`config.mk`:
```
export PLATFORM = sky130hd
export DESIGN_NAME = data_stack_flat
export DESIGN_NICKNAME = d
export VERILOG_FILES = /design/src/rtl/data_stack_if.sv /design/src/rtl/data_stack.sv /design/src/flat_wrapper.sv
export SDC_FILE = /design/constraint.sdc
export NUM_CORES = 1
export LEC_CHECK = 0
export CORE_MARGIN = 3
export CORE_UTILIZATION = 65
export CTS_BUF_LIST = sky130_fd_sc_hd__clkbuf_2
export DETAILED_ROUTE_END_ITERATION = 8
export GPL_TIMING_DRIVEN = 0
export PLACE_DENSITY = 0.95
export RECOVER_POWER = 25
export REMOVE_ABC_BUFFERS = 1
export SYNTH_ARGS = -nofsm -noshare
export SYNTH_HDL_FRONTEND = slang
export SYNTH_SLANG_ARGS = --single-unit
```
`constraint.sdc`:
```
create_clock -name i_clk -period 4.2 [get_ports i_clk]
set_clock_uncertainty 0.1 [all_clocks]
set_input_delay 0.84 -clock i_clk [delete_from_list [all_inputs] [get_ports i_clk]]
set_output_delay 0.84 -clock i_clk [all_outputs]
set_load 0.03 [all_outputs]
```
`src/rtl/data_stack_if.sv`:
```
// data_stack_if
//   Bundles the command side and the status side of the operand stack.
//   The controller (master) issues one stack operation per cycle; the stack
//   (slave) reports its top two entries, depth and sticky error flags.
//
//   Signals:
//     i_en          perform i_op this cycle
//     i_op  [2:0]   0 NONE, 1 PUSH, 2 POP, 3 REPL, 4 SWAP, 5 DUP, 6 OVER, 7 RPL2
//     i_data        operand for PUSH, REPL and RPL2
//     o_s0          top of stack (0 when empty)
//     o_s1          next on stack (0 when fewer than two entries)
//     o_depth       current entry count
//     o_overflow    sticky, an entry was lost off the bottom
//     o_underflow   sticky, an op needed more entries than present
interface data_stack_if #(
    parameter int WIDTH = 8,
    parameter int DEPTH = 12
);
    localparam int DEPTH_W = $clog2(DEPTH + 1);

    logic                 i_en;
    logic [2:0]           i_op;
    logic [WIDTH-1:0]     i_data;
    logic [WIDTH-1:0]     o_s0;
    logic [WIDTH-1:0]     o_s1;
    logic [DEPTH_W-1:0]   o_depth;
    logic                 o_overflow;
    logic                 o_underflow;

    modport master (
        output i_en,
        output i_op,
        output i_data,
        input  o_s0,
        input  o_s1,
        input  o_depth,
        input  o_overflow,
        input  o_underflow
    );

    modport slave (
        input  i_en,
        input  i_op,
        input  i_data,
        output o_s0,
        output o_s1,
        output o_depth,
        output o_overflow,
        output o_underflow
    );
endinterface

```
`src/rtl/data_stack.sv`:
```
// data_stack
//   Bounded LIFO operand stack feeding the ALU. TOS and NOS live in
//   dedicated registers so they can drive the ALU arguments directly; the
//   remaining entries live in a small circular array. A binary ALU op is
//   completed with RPL2, which removes TOS/NOS and pushes the ALU result.
//
//   Ports:
//     i_clk     system clock, rising edge
//     i_rst_n   asynchronous active-low reset
//     bus       data_stack_if slave modport (command in, stack status out)
module data_stack #(
    parameter int WIDTH = 8,
    parameter int DEPTH = 12
) (
    input  logic          i_clk,
    input  logic          i_rst_n,
    data_stack_if.slave   bus
);
    localparam int DEPTH_W = $clog2(DEPTH + 1);
    // Entries 2..DEPTH-1 go into the array; keep at least one slot so the
    // declaration stays legal when DEPTH == 2 (HAS_MEM then disables it).
    localparam int MEM_N   = (DEPTH > 2) ? DEPTH - 2 : 1;
    localparam int PTR_W   = (MEM_N > 1) ? $clog2(MEM_N) : 1;
    localparam bit HAS_MEM = (DEPTH > 2);

    localparam logic [DEPTH_W-1:0] DEPTH_MAX = DEPTH_W'(DEPTH);
    localparam logic [DEPTH_W-1:0] D_ONE     = DEPTH_W'(1);
    localparam logic [DEPTH_W-1:0] D_TWO     = DEPTH_W'(2);
    localparam logic [DEPTH_W-1:0] D_THREE   = DEPTH_W'(3);
    localparam logic [PTR_W-1:0]   PTR_LAST  = PTR_W'(MEM_N - 1);
    localparam logic [PTR_W-1:0]   PTR_ONE   = PTR_W'(1);

    typedef enum logic [2:0] {
        OP_NONE = 3'd0,
        OP_PUSH = 3'd1,
        OP_POP  = 3'd2,
        OP_REPL = 3'd3,
        OP_SWAP = 3'd4,
        OP_DUP  = 3'd5,
        OP_OVER = 3'd6,
        OP_RPL2 = 3'd7
    } stack_op_e;

    logic [WIDTH-1:0]   s0_q, s0_d;
    logic [WIDTH-1:0]   s1_q, s1_d;
    logic [DEPTH_W-1:0] depth_q, depth_d;
    logic               overflow_q, overflow_d;
    logic               underflow_q, underflow_d;
    logic [PTR_W-1:0]   ptr_q;
    logic [PTR_W-1:0]   ptr_inc;
    logic [PTR_W-1:0]   ptr_dec;
    logic [WIDTH-1:0]   mem [MEM_N];

    stack_op_e          op;
    logic [DEPTH_W-1:0] need;
    logic [WIDTH-1:0]   push_val;
    logic [WIDTH-1:0]   deeper;
    logic               mem_push;
    logic               mem_pop;

    assign op = stack_op_e'(bus.i_op);

    // ptr_q points at the array's topmost entry. The array is circular:
    // when the stack is full, the slot after the top is the oldest entry,
    // so a push there is exactly the "deepest entry is lost" behaviour.
    assign ptr_inc = (ptr_q == PTR_LAST) ? '0 : ptr_q + PTR_ONE;
    assign ptr_dec = (ptr_q == '0) ? PTR_LAST : ptr_q - PTR_ONE;

    // Third entry, refilled into NOS when the stack shrinks; 0 when absent
    // so NOS reads 0 whenever fewer than two entries remain.
    assign deeper = (HAS_MEM && depth_q >= D_THREE) ? mem[ptr_q] : '0;

    always_comb begin
        s0_d        = s0_q;
        s1_d        = s1_q;
        depth_d     = depth_q;
        overflow_d  = overflow_q;
        underflow_d = underflow_q;
        mem_push    = 1'b0;
        mem_pop     = 1'b0;
        need        = '0;
        push_val    = bus.i_data;

        case (op)
            OP_POP, OP_REPL, OP_DUP:  need = D_ONE;
            OP_SWAP, OP_OVER, OP_RPL2: need = D_TWO;
            default:                   need = '0;
        endcase

        case (op)
            OP_DUP:  push_val = s0_q;
            OP_OVER: push_val = s1_q;
            default: push_val = bus.i_data;
        endcase

        if (bus.i_en) begin
            if (depth_q < need) begin
                // Suppress the op entirely; only the sticky flag moves.
                underflow_d = 1'b1;
            end else begin
                case (op)
                    OP_PUSH, OP_DUP, OP_OVER: begin
                        s0_d = push_val;
                        s1_d = s0_q;
                        // Old NOS sinks into the array. With no array
                        // (DEPTH == 2) it simply falls off the bottom.
                        mem_push = HAS_MEM && (depth_q >= D_TWO);
                        if (depth_q == DEPTH_MAX) begin
                            overflow_d = 1'b1;
                        end else begin
                            depth_d = depth_q + D_ONE;
                        end
                    end
                    OP_POP: begin
                        s0_d    = s1_q;
                        s1_d    = deeper;
                        mem_pop = HAS_MEM && (depth_q >= D_THREE);
                        depth_d = depth_q - D_ONE;
                    end
                    OP_REPL: begin
                        s0_d = bus.i_data;
                    end
                    OP_SWAP: begin
                        s0_d = s1_q;
                        s1_d = s0_q;
                    end
                    OP_RPL2: begin
                        s0_d    = bus.i_data;
                        s1_d    = deeper;
                        mem_pop = HAS_MEM && (depth_q >= D_THREE);
                        depth_d = depth_q - D_ONE;
                    end
                    default: begin
                    end
                endcase
            end
        end
    end

    always_ff @(posedge i_clk or negedge i_rst_n) begin
        if (!i_rst_n) begin
            s0_q        <= '0;
            s1_q        <= '0;
            depth_q     <= '0;
            overflow_q  <= 1'b0;
            underflow_q <= 1'b0;
            ptr_q       <= PTR_LAST;
        end else begin
            s0_q        <= s0_d;
            s1_q        <= s1_d;
            depth_q     <= depth_d;
            overflow_q  <= overflow_d;
            underflow_q <= underflow_d;
            if (mem_push) begin
                ptr_q <= ptr_inc;
            end else if (mem_pop) begin
                ptr_q <= ptr_dec;
            end
        end
    end

    // Array contents are don't-care after reset, so no reset term here.
    always_ff @(posedge i_clk) begin
        if (mem_push) begin
            mem[ptr_inc] <= s1_q;
        end
    end

    assign bus.o_s0        = s0_q;
    assign bus.o_s1        = s1_q;
    assign bus.o_depth     = depth_q;
    assign bus.o_overflow  = overflow_q;
    assign bus.o_underflow = underflow_q;

endmodule

```
`src/flat_wrapper.sv`:
```
// flat-port wrapper written by rule: the top's interface ports become plain ports
module data_stack_flat 
#(
    parameter int WIDTH = 8,
    parameter int DEPTH = 12
)
  (i_clk, i_rst_n, bus_i_en, bus_i_op, bus_i_data, bus_o_s0, bus_o_s1, bus_o_depth, bus_o_overflow, bus_o_underflow);
  data_stack_if #(.WIDTH(WIDTH), .DEPTH(DEPTH)) bus_i ();
  input  logic i_clk;
  input  logic i_rst_n;
  input wire logic [$bits(bus_i.i_en)-1:0] bus_i_en;
  input wire logic [$bits(bus_i.i_op)-1:0] bus_i_op;
  input wire logic [$bits(bus_i.i_data)-1:0] bus_i_data;
  output wire logic [$bits(bus_i.o_s0)-1:0] bus_o_s0;
  output wire logic [$bits(bus_i.o_s1)-1:0] bus_o_s1;
  output wire logic [$bits(bus_i.o_depth)-1:0] bus_o_depth;
  output wire logic [$bits(bus_i.o_overflow)-1:0] bus_o_overflow;
  output wire logic [$bits(bus_i.o_underflow)-1:0] bus_o_underflow;
  assign bus_i.i_en = bus_i_en;
  assign bus_i.i_op = bus_i_op;
  assign bus_i.i_data = bus_i_data;
  assign bus_o_s0 = bus_i.o_s0;
  assign bus_o_s1 = bus_i.o_s1;
  assign bus_o_depth = bus_i.o_depth;
  assign bus_o_overflow = bus_i.o_overflow;
  assign bus_o_underflow = bus_i.o_underflow;
  data_stack #(.WIDTH(WIDTH), .DEPTH(DEPTH)) u_core (.i_clk(i_clk), .i_rst_n(i_rst_n), .bus(bus_i));
endmodule
```
==> flow_summary.yaml, run 1 <==
power_and_ir_drop:
  pwr-share-clk: 0.133
  switchingPower_mw: 1.39
  power_density_nw_per_um2: 667
  leakagePower_nw: 1.83
  irDropWorstVdd_v: 0.000581
  seq_power_share: 0.523
  internal_power_mw: 2.07
  p_comb_frac: 0.344
  swShare: 0.402
  power_mw: 3.46
synth:
  yosysUniqueCellTypes: 51
  synth_cells: 317
  async_reset_ff_frac: 0.245
  ys_seq_area_frac: 0.656
  synth.cell_area_sq_um: 4660
  synth_area_leader_cell: "edfxtp_1"
  syn_avg_cell_area_sq_um: 14.7
  synth_top_area_frac: 0.516
  yosys_warnings: 0
  synth_seq_cells: 106
  synth_area_leaders: "edfxtp_1 52%, dfrtp_1 13%, mux4_2 7.7%"
  synth_edf_count: 80
  ys.flop_type: "edfxtp_1"
timing:
  setup_viol: 0
  worst_pin_slew_ns: 1.29
  rsz0062_at_grt: "no"
  fmax_mhz: 262
  slew_headroom: 0.132
  whs_ns: 0.410
  hold_viol_final: 0
  fin_ws_ns: 0.380
  finalCriticalPeriod_ns: 3.82
  finalCritPeriodShare: 0.909
  slew_viol_final: 0
  setup_tns_ns: 0
critical_path:
  critPathMaxFanout: 11
  cp.arrival_ns: 3.96
  critPathRequiredTime_ns: 4.34
  endpoint_kind: "flip-flop"
  critPathKind: "in2reg"
  cp-start-kind: "input port"
placed_design:
  post_dp_cell_area_sq_um: 5060
  dp_worst_setup_slack_ns: -0.317
  io_buffers: 35
  dpl.hpwl_mm: 6.41
  routabilityCongestion: 0.810
  place_inst: 433
cells_and_area:
  layout.nets: 366
  fillers: 389
  syn_to_final_growth_pct: 11.2
  drive_gt1_frac: 0.150
  final_area_sq_um: 5180
  stdcell_count: 449
  n_antenna_cell: 0
  final_util: 0.754
grt:
  grt_pass1_vias: 2827
  gr-usage-all-layers: 0.240
  overflow: 0
  antenna_found_initial: 0
  grt_pass1_wl_mm: 14.9
  grt_max_degree: 40
clock_tree:
  cts-hold-fix-buffers: 0
  cts_resized: 0
  cts_made_buffers: 9
  post_cts.repair.setup_buffers: 0
  cts-root-buf: "clkbuf_2"
  path_clk_slew_ns: 0.29
  cts.htree.levels: 3
  cts.sinks: 106
  clk_path_buf_depth: 2
  clk_latency_ns: 0.60
  cts_tree: "yes"
floorplanning:
  die_w_um: 90.7
  core_area_sq_um: 6870
  io_pins: 36
  dieArea_sq_um: 8220
  rows: 30
  dieHeight_um: 90.7
  start_util: 0.678
route:
  final_antenna_net_count: 0
  drcViolationCount: 0
  vias_per_cell: 6.42
  post_drt_wl_per_cell_um: 21.0
  first_iter_violations: 250
  wl_mm: 9.42
  firstDrtPassIters: 5
  via_count: 2881
hold_path:
  hold_class: "reg2reg"
status:
  status: "finished, final reports clean"
run:
  maxCapViolCount: 0
[synth_stat cells, types with 3 or more instances]
cell type  count
mux2i_1       17
dfrtp_1       24
nor4_1         4
nand2_1       29
a21oi_1       20
nor3_1         4
mux2_2         4
mux4_2        16
xnor2_1        3
a31oi_1       11
xor2_1         4
clkbuf_1       8
nor2_1        25
nand2b_1       4
ha_1           3
o21ai_0       13
edfxtp_1      80
buf_2          4
inv_1          5
[power groups by stage]
| stage | Combinational [mW] | Sequential (mW) | Clock, mW |
|---|---|---|---|
| 2_1_floorplan | 0.593 | 1.90 | 0 |
| 3_3_place_gp | 1.13 | 1.79 | 0 |
| 3_5_place_dp | 1.18 | 1.82 | 0 |
| 4_1_cts | 1.19 | 1.80 | 0.459 |
| 5_1_grt | 1.27 | 1.85 | 0.500 |
| 6_report | 1.19 | 1.81 | 0.459 |
[flip-flops by register name, indices dropped and copies added (netlist names)]
| signal | flops |
|---|---|
| u_core.bus.o_overflow | 1 |
| u_core.bus.o_depth | 4 |
| u_core.mem | 80 |
| u_core.bus.o_underflow | 1 |
| u_core.bus.o_s1 | 8 |
| u_core.bus.o_s0 | 8 |
| u_core.ptr_q | 4 |
[path summary, 6_finish.rpt]
path | end | cells after the start | slack (ns) | start
worst max-delay path | u_core.mem[6][0] | 8 | 0.38 | bus_i_op[1]
worst min-delay path | u_core.bus.o_underflow | 1 | 0.41 | u_core.bus.o_underflow
worst max register to register | u_core.mem[6][0] | 5 | 1.04 | u_core.bus.o_depth[1]
worst min register to register | u_core.bus.o_underflow | 1 | 0.41 | u_core.bus.o_underflow
max in group asynchronous | u_core.bus.o_s1[0] | 1 | 2.58 | i_rst_n
min in group asynchronous | u_core.bus.o_s1[1] | 1 | 0.70 | i_rst_n
[layout by cell type, fill, tap and decap left out, types with 2 or more instances in the layout]
cell / Yosys / layout
nand2_1: 29 / 29
a31oi_1: 11 / 11
ha_1: 3 / 3
nor3_2: 1 / 3
inv_1: 5 / 5
clkbuf_2: 0 / 9
nand3_1: 2 / 2
mux4_2: 16 / 16
a21oi_1: 20 / 20
mux2i_1: 17 / 17
xor2_1: 4 / 4
a21o_1: 2 / 2
o21ai_0: 13 / 13
dfrtp_1: 24 / 24
inv_8: 0 / 3
and3_1: 2 / 2
o21bai_1: 2 / 2
nor3_1: 4 / 2
mux2_1: 2 / 2
nor4_1: 4 / 3
inv_6: 0 / 2
edfxtp_1: 80 / 80
nand2b_1: 4 / 4
dfstp_2: 2 / 2
mux2_2: 4 / 4
xnor2_1: 3 / 3
nor2_1: 25 / 25
clkdlybuf4s50_1: 0 / 35
[cell type report]
| class | instances | area [sq um] | area share |
|---|---|---|---|
| tap | 96 | 120 | 0.0232 |
| clock inverter | 7 | 65.1 | 0.0126 |
| clock buffer | 9 | 45.0 | 0.00870 |
| inverter | 5 | 18.8 | 0.00362 |
| multi-input combinational | 190 | 1520 | 0.293 |
| sequential | 106 | 3060 | 0.590 |
| timing repair buffer | 36 | 358 | 0.0691 |
[layer usage]
layer | track usage | part of all wire | vias to the layer above
met5 | 0 | 0 | -
met4 | 0.117 | 0.029 | 0
met3 | 0.0442 | 0.071 | 26
met2 | 0.377 | 0.50 | 153
met1 | 0.327 | 0.40 | 1422
li1 | - | - | 1280
[logic make-up (layout without fill, tap and decap cells)]
family / after synthesis / in the layout / synth area share
compound gates: 58 / 58 / 0.0819
simple gates: 82 / 82 / 0.0865
flops: 106 / 106 / 0.656
buf+inv: 21 / 57 / 0.0220
mux: 39 / 39 / 0.128
fa+ha+maj: 4 / 4 / 0.0124
xor+xnor: 7 / 7 / 0.0132
[critical path, stage by stage]
cell             delay [ns]
clkdlybuf4s50_1        0.68
nand2b_1               0.22
nand2_1                0.07
ha_1                   0.32
inv_1                  0.08
o31ai_4                0.33
nand3_1                0.31
nor3_1                 1.11
Power figures use the tool's default switching activity.
==> inputs of run 2 (changes only) <==
- CORE_ASPECT_RATIO: not set -> 1.75
- CORE_MARGIN: 3 -> not set
- CORE_UTILIZATION: 65 -> 60
- PLACE_DENSITY: 0.95 -> 0.93
- clock period: 4.2 -> 3.57 ns (I/O delays scaled with it)
==> flow_summary.yaml, run 2 (synthesized netlist as in run 1, its figures left out) <==
critical_path:
  r2r-start: "u_core.bus.o_depth[1]"
  cp.arrival_ns: 3.56
  critPathRequiredTime_ns: 3.71
  max_stage_delay_ns: 0.78
  crit_top_cell: "nand2_1"
  r2r-end: "u_core.mem[2][6]"
  critical_path.slowest_cell: "nor2_1"
  critPathMaxFanout: 11
  cp-start-kind: "input port"
  r2r_setup_slack_ns: 0.66
  endpoint_kind: "flip-flop"
  worstRegToRegCells: 6
  critPathKind: "in2reg"
  path_cells: "clkdlybuf4s50_1 -> nand2b_1 -> nand2_1 -> ha_1 -> inv_1 -> o31ai_4 -> and3_1 -> nand2_1 -> nor2_1"
clock_tree:
  cts-root-buf: "clkbuf_2"
  path_clk_slew_ns: 0.26
  clk_path_buf_depth: 2
  clk_latency_ns: 0.58
  cts_tree: "yes"
  cts.sinks: 106
  cts_made_buffers: 9
  post_cts.repair.setup_buffers: 0
  cts.htree.levels: 3
timing:
  slew_headroom: 0.288
  rsz0062_at_grt: "no"
  finalCritPeriodShare: 0.957
  whs_ns: 0.398
  slew_viol_final: 0
  worst_pin_slew_ns: 1.07
  fmax_mhz: 293
  finalCriticalPeriod_ns: 3.42
  hold_viol_final: 0
  setup_viol: 0
cells_and_area:
  final_util: 0.688
  syn_to_final_growth_pct: 10.9
  largest_register: "u_core.mem"
  drive_gt1_frac: 0.150
  stdcell_count: 443
  fillers: 486
  layout_commonest_cell: "edfxtp_1"
  layout.nets: 367
  largest_reg_flops: 80
  final_cell_mix: "80 x edfxtp_1, 34 x clkdlybuf4s50_1, 29 x nand2_1, 25 x nor2_1, 24 x dfrtp_1"
power_and_ir_drop:
  power_density_nw_per_um2: 771
  p_comb_frac: 0.344
  internal_power_mw: 2.41
  leakagePower_nw: 1.81
  irDropWorstVdd_v: 0.000554
  pwr-share-clk: 0.124
  swShare: 0.394
  switchingPower_mw: 1.57
  seq_power_share: 0.531
floorplanning:
  core_area_sq_um: 7510
  io_pins: 36
  start_util: 0.620
  dieArea_sq_um: 8140
  dieHeight_um: 119
  die_w_um: 68.6
  rows: 42
placed_design:
  place_inst: 425
  dpl.hpwl_mm: 6.24
  routabilityCongestion: 0.854
  io_buffers: 35
route:
  firstDrtPassIters: 6
  post_drt_wl_per_cell_um: 20.1
  via_count: 2765
  drcViolationCount: 0
  wl_mm: 8.90
  final_antenna_net_count: 0
  vias_per_cell: 6.24
  first_iter_violations: 199
grt:
  antenna_found_initial: 1
  grt_max_degree: 40
  grt_pass1_vias: 2917
  overflow: 0
  gr-usage-all-layers: 0.254
  grt_pass1_wl_mm: 14.5
hold_path:
  hold-path-endpoint: "u_core.bus.o_underflow"
  min_from: "u_core.bus.o_underflow"
  hold_depth: 1
  hold_class: "reg2reg"
run:
  maxCapViolCount: 0
status:
  status: "finished, final reports clean"
==> run 2: per-layer routing <==
layer / global-route usage / vias to the layer above / part of all wire
met1: 0.325 / 1360 / 0.37
met5: 0 / - / 0
li1: - / 1285 / -
met4: 0.109 / 0 / 0.028
met3: 0.0483 / 24 / 0.043
met2: 0.412 / 96 / 0.56
==> run 2: layout make-up <==
cell class	count	area (sq um)	share of cell area
diodes	1	2.50	0.000484
clock buffers	9	45.0	0.00871
clock inverters	7	51.3	0.00992
inverters	5	18.8	0.00363
multi-input cells	190	1520	0.295
flip-flops and latches	106	3060	0.591
well taps	88	110	0.0213
repair buffers	37	363	0.0702
==> run 2: worst max-delay path by stage <==
stage	depth (start not counted)	slack, ns	end	start
2_1_floorplan	7	0.40	u_core.mem[5][0]	bus_i_op[1]
3_3_place_gp	8	-1.02	u_core.mem[5][5]	bus_i_op[1]
3_5_place_dp	9	-0.79	u_core.mem[1][5]	bus_i_op[1]
4_1_cts	8	-0.14	u_core.mem[6][6]	bus_i_op[1]
5_1_grt	9	0.04	u_core.mem[8][3]	bus_i_op[1]
6_report	9	0.15	u_core.mem[2][6]	bus_i_op[1]
==> run 2: power groups by stage <==
stage / sequential [mW] / clock, mW / combinational (mW)
final: 2.12 / 0.495 / 1.37
after global routing: 2.17 / 0.545 / 1.48
after CTS: 2.11 / 0.493 / 1.38
after detailed placement: 2.14 / 0 / 1.37
after global placement: 2.11 / 0 / 1.33
after floorplan: 2.24 / 0 / 0.697
==> run 2: repair_timing <==
action                                 CTS  global route
hold buffers                             0             1
endpoints found under the hold margin    0            21
setup endpoints to repair               24             8
gates resized for setup                  1             1
==> run 2: metrics by stage <==
step	worst slack [ns]	total power, mW	TNS, ns	area (sq um)
after CTS	-0.137	3.98	-1.96	5150
after global placement	-1.02	3.44	-34.23	5040
after detailed placement	-0.785	3.51	-34.19	5050
final	0.152	3.98	0	5170
after global routing	0.0407	4.20	0	5170
after floorplan	0.396	2.93	0	4580
==> run 2: worst max-delay path, delay by kind of cell <==
family          cells  cell delay [ns]
simple gates        5             1.45
fa+ha+maj           1             0.32
compound gates      1             0.33
buf+inv             2             0.74
